<file path="src/rtl/masked_pkg.sv">
// Shared constants, state type and LFSR helpers for the masked share source.
package masked_pkg;

   localparam int LFSR_W = 32;
   localparam logic [LFSR_W-1:0] SEED_DEFAULT = 32'hACE1_1234;
   localparam int MAX_STEPS = 16;

   localparam int TAP3 = 31;
   localparam int TAP2 = 21;
   localparam int TAP1 = 1;
   localparam int TAP0 = 0;

   // Bit positions in the advanced LFSR word used for masks and refresh bits.
   localparam int IDX_A_MASK = 0;
   localparam int IDX_B_MASK = 1;
   localparam int IDX_R0     = 2;
   localparam int IDX_R1     = 3;
   localparam int IDX_R2     = 4;

   typedef enum logic [0:0] {
      S_WARMUP = 1'b0,
      S_RUN    = 1'b1
   } state_e;

   function automatic logic [LFSR_W-1:0] lfsr_step(input logic [LFSR_W-1:0] s);
      return {s[LFSR_W-2:0], s[TAP3] ^ s[TAP2] ^ s[TAP1] ^ s[TAP0]};
   endfunction

   function automatic logic [LFSR_W-1:0] lfsr_advance(input logic [LFSR_W-1:0] s,
                                                      input int steps);
      logic [LFSR_W-1:0] t;
      t = s;
      for (int i = 0; i < MAX_STEPS; i++) begin
         if (i < steps) t = lfsr_step(t);
      end
      return t;
   endfunction

endpackage

</file>
<file path="src/rtl/prng_lfsr.sv">
// Seeded 32-bit Fibonacci LFSR that advances STEPS single-bit shifts per enabled cycle.
module prng_lfsr
   import masked_pkg::*;
#(
   parameter int LFSR_W = 32,
   parameter int STEPS  = 8,
   parameter logic [LFSR_W-1:0] SEED = 32'hACE1_1234
) (
   input  logic              clk,
   input  logic              rst,
   input  logic              load,
   input  logic [LFSR_W-1:0] load_val,
   input  logic              adv,
   output logic [LFSR_W-1:0] state
);

   always_ff @(posedge clk) begin
      if (rst) begin
         state <= SEED;
      end else if (load) begin
         state <= load_val;
      end else if (adv) begin
         state <= lfsr_advance(state, STEPS);
      end
   end

endmodule

</file>
<file path="src/rtl/masked_share_source.sv">
// Turns plain a/b bits into first-order Boolean shares plus refresh bits, gated by a PRNG warm-up.
module masked_share_source
   import masked_pkg::*;
#(
   parameter int LFSR_W = 32,
   parameter logic [LFSR_W-1:0] SEED = 32'hACE1_1234,
   parameter int WARMUP = 16,
   parameter int STEPS  = 8
) (
   input  logic              clk,
   input  logic              rst,
   input  logic              seed_load,
   input  logic [LFSR_W-1:0] seed_in,
   input  logic              in_valid,
   output logic              in_ready,
   input  logic              a,
   input  logic              b,
   output logic              out_valid,
   input  logic              out_ready,
   output logic              a0,
   output logic              a1,
   output logic              b0,
   output logic              b1,
   output logic              r0,
   output logic              r1,
   output logic              r2,
   output logic              busy
);

   localparam logic [7:0] WARM_LAST = 8'(WARMUP - 1);

   state_e            state_q;
   logic [7:0]        warm_cnt;
   logic [LFSR_W-1:0] lfsr_q;
   logic [LFSR_W-1:0] lfsr_n;
   logic [LFSR_W-1:0] seed_val;
   logic              accept;
   logic              adv;
   logic              unused_hi;

   assign seed_val = (seed_in == '0) ? SEED : seed_in;
   assign lfsr_n   = lfsr_advance(lfsr_q, STEPS);
   assign unused_hi = ^lfsr_n[LFSR_W-1:IDX_R2+1];

   assign busy     = (state_q == S_WARMUP);
   assign in_ready = (state_q == S_RUN) && !seed_load && (!out_valid || out_ready);
   assign accept   = in_valid && in_ready;
   assign adv      = busy || accept;

   prng_lfsr #(
      .LFSR_W (LFSR_W),
      .STEPS  (STEPS),
      .SEED   (SEED)
   ) u_prng (
      .clk      (clk),
      .rst      (rst),
      .load     (seed_load),
      .load_val (seed_val),
      .adv      (adv),
      .state    (lfsr_q)
   );

   always_ff @(posedge clk) begin
      if (rst) begin
         state_q   <= S_WARMUP;
         warm_cnt  <= '0;
         out_valid <= 1'b0;
         a0 <= 1'b0; a1 <= 1'b0; b0 <= 1'b0; b1 <= 1'b0;
         r0 <= 1'b0; r1 <= 1'b0; r2 <= 1'b0;
      end else if (seed_load) begin
         // A reseed drops any pending bundle; its masks came from the old stream.
         state_q   <= S_WARMUP;
         warm_cnt  <= '0;
         out_valid <= 1'b0;
      end else begin
         case (state_q)
            S_WARMUP: begin
               warm_cnt <= warm_cnt + 8'd1;
               if (warm_cnt == WARM_LAST) state_q <= S_RUN;
            end
            S_RUN: begin
               if (accept) begin
                  a0 <= a ^ lfsr_n[IDX_A_MASK];
                  a1 <= lfsr_n[IDX_A_MASK];
                  b0 <= b ^ lfsr_n[IDX_B_MASK];
                  b1 <= lfsr_n[IDX_B_MASK];
                  r0 <= lfsr_n[IDX_R0];
                  r1 <= lfsr_n[IDX_R1];
                  r2 <= lfsr_n[IDX_R2];
                  out_valid <= 1'b1;
               end else if (out_valid && out_ready) begin
                  out_valid <= 1'b0;
               end
            end
            default: state_q <= S_WARMUP;
         endcase
      end
   end

endmodule

</file>
<file path="config.mk">
export PLATFORM = sky130hd
export DESIGN_NAME = masked_share_source
export DESIGN_NICKNAME = d
export VERILOG_FILES = /design/src/rtl/masked_pkg.sv /design/src/rtl/prng_lfsr.sv /design/src/rtl/masked_share_source.sv
export SDC_FILE = /design/constraint.sdc
export NUM_CORES = 1
export LEC_CHECK = 0
export CORE_ASPECT_RATIO = 1.25
export CORE_UTILIZATION = 47
export DETAILED_ROUTE_END_ITERATION = 7
export PLACE_DENSITY = 0.71
export SYNTH_ARGS = -nofsm -noshare
export SYNTH_HDL_FRONTEND = slang
export SYNTH_SLANG_ARGS = --single-unit
</file>
<file path="constraint.sdc">
create_clock -name clk -period 2 [get_ports clk]
set_input_delay 0.2 -clock clk [delete_from_list [all_inputs] [get_ports clk]]
set_output_delay 0.2 -clock clk [all_outputs]
set_load 0.01 [all_outputs]
</file>
==> reports/metrics.yaml <==
run_status:
  status: "finished clean"
floorplan:
  design.core.area_mm2: 0.00480
  row_count: 28
  ios: 49
  die_y_um: 81.5
  dieArea_mm2: 0.00534
  die_w_um: 65.6
  start_util_pct: 49.5
critical_path:
  critPathSlowestCell: "xnor3_2"
  crit_required_ns: 2.19
  start_kind: "register"
  cpPeakStageDelay_ns: 0.46
  critical_path_buf_inv_count: 0
  rrSetupSlack_ns: 0.08
  cp_top_family: "XOR/XNOR gates"
  crit_chain: "xnor3_2, xnor3_2, xnor2_4, nor4_2, a221o_1"
  cp_common_cell: "xnor3_2"
  cp.arrival_ns: 2.11
  end_kind: "register"
  path_max_fanout: 4
  cp.depth: 5
  criticalPathCategory: "register to register"
  reg2reg_depth: 5
power:
  power.density_mw_per_mm2: 876
  ir_worst_vdd_v: 0.000480
  p_leak_uw: 0.00121
timing:
  grt_setup_unrepaired: "false"
  hold_ws_ns: 0.453
  tns_ns: 0
  maxClockFrequency_mhz: 522
  setup_violations: 0
  skew_ns: 0.00921
  slew_violations: 0
  period_needed_ns: 1.92
  fin_ws_ns: 0.0838
  hold_viol: 0
  tightest_slew_ns: 0.489
  maxSlewHeadroom_pct: 67.4
  finalCritPeriodShare_pct: 95.8
drt:
  detail_route.first_pass.iterations: 4
  vias: 2036
  routed_via_density: 5.47
  finalWirelength_um: 5730
  wl_per_cell_um: 15.4
  drt_iter0_markers: 125
  drc: 0
  ant_nets: 0
logic_synthesis:
  synth_edf_count: 0
  synth_cells: 259
  syn_nets: 299
  avgSynthCellArea_um2: 9.16
  syn_area_mm2: 0.00237
  async_reset_ff_share_pct: 0
  ys_seq_area_share_pct: 41.3
  synthFlopType: "dfxtp_1"
  ys_seq_elements: 49
  yosysUniqueCellTypes: 37
  yosysWarnings: 0
global_route:
  grt_antenna_before_repair: 0
  grt_pass1_vias: 1967
  grt_pass1_wl_um: 9400
  grt_use_total_pct: 23.3
  grt_start_max_net_pins: 38
  gr-total-overflow: 0
cts:
  postCtsSetupRepairBufs: 0
  cts_root_buffer: "clkbuf_8"
  post_cts_resized: 0
  cts.sinks: 49
  clk_latency_ns: 0.30
  holdBufCountCts: 0
  tritoncts: "yes"
  clkTransAtPathRegs_ns: 0.09
  cts.path.max_buffers: 2
  cts_max_level: 2
  cts_buffers: 5
worst_hold_path:
  hold_class: "register to register"
  whs_path_depth: 2
placed_design:
  dpl_cell_area_mm2: 0.00298
  hpwl_um: 4210
  portBuffers: 48
  gp_congestion: 0.832
  pre_cts_slack_ns: 0.0676
cells_and_area:
  utilization_pct: 64.6
  diodes: 0
  postLayoutCellArea_mm2: 0.00310
  drive_above_1_share_pct: 9.94
  ff_latch_area_um2: 981
  fillers: 407
  area_delta_synth_final_pct: 30.6
  final_net_count: 351
  multi_input_area_mm2: 0.00133
run:
  maxCapViolCount: 0
[flip-flops by register name (all words and copies together), names as in the netlist]
register      flops
a0                1
state_q           1
out_valid         1
b1                1
warm_cnt          8
r2                1
u_prng.state     32
r0                1
r1                1
a1                1
b0                1
[layer usage]
metal  vias up  global-route usage (%)  share of wire [%]  wire [um]
li1       1040                       -                  -          -
met1       918                    30.3                 46       2610
met2        66                    38.7                 48       2730
met3        12                    4.86                4.6        265
met4         0                    7.61                2.2        127
met5         -                       0                  0          0
[placed cells by master (no fill, tap or decap), types with 2 or more instances in the layout]
cell type	netlist	final
buf_4	0	14
nand2b_1	2	2
xor2_1	6	6
and3_1	2	2
clkdlybuf4s50_1	0	48
nor2b_1	3	3
and2_1	2	2
xnor3_2	2	2
xnor2_1	15	15
inv_1	2	2
nor3_1	3	3
nor4_1	8	8
nand3_1	3	3
nor2_1	31	31
a211oi_1	16	16
a21oi_1	19	19
o21ai_1	15	15
o22ai_1	13	13
nand4_1	2	2
nand2_1	13	13
mux2i_1	20	19
dfxtp_1	49	49
clkbuf_8	0	7
[layout make-up]
cell class              instances  share of cell area (%)
clock buffers                   7                    3.11
clock inverters                 1                   0.161
inverters                       2                   0.242
multi-input cells             190                    42.9
flip-flops and latches         49                    31.6
well taps                      60                    2.42
repair buffers                 63                    19.5
[worst reg2reg max path: stages, from the launching register on]
cell	delay (ns)
dfxtp_1	0.34
xnor3_2	0.46
xnor3_2	0.46
xnor2_4	0.22
nor4_2	0.07
a221o_1	0.26
[worst paths after layout]
check	endpoint	start
setup reg to reg	b0	u_prng.state[31]
setup / recovery	b0	u_prng.state[31]
hold reg to reg	u_prng.state[7]	u_prng.state[7]
hold / removal	u_prng.state[7]	u_prng.state[7]
[synth_stat cells, drive strengths merged (4+ instances only)]
library cell / n / area, um^2
a211oi: 17 / 133
a21oi: 19 / 95.1
buf: 4 / 17.5
clkbuf: 14 / 52.6
dfxtp: 49 / 981
mux2i: 20 / 200
nand2: 13 / 48.8
nor2: 31 / 116
nor4: 9 / 62.6
o21ai: 15 / 75.1
o22ai: 13 / 81.3
xnor2: 17 / 164
xor2: 6 / 52.6
[power breakdown]
| group | internal (uW) | switching [uW] | leakage (uW) |
|---|---|---|---|
| sequential | 1060 | 60.4 | 0.000404 |
| clock | 313 | 319 | 0.0000542 |
| combinational | 550 | 411 | 0.000752 |
[per-stage QoR]
step	power (uW)	instances
after floorplan	1740	259
after global placement	2040	364
after detailed placement	2050	364
after CTS	2670	372
after global routing	2850	372
final	2720	372
[logic make-up (layout without fill, tap and decap cells)]
kind of cell / after synthesis / count (layout) / share of synthesized area (%)
simple gates: 73 / 73 / 14.8
buf+inv: 20 / 73 / 3.27
flops: 49 / 49 / 41.3
fa+ha+maj: 1 / 1 / 0.527
mux: 20 / 20 / 8.43
xor+xnor: 28 / 28 / 14.1
compound gates: 68 / 68 / 17.6
Note: power is estimated with default switching activity, not from simulation.
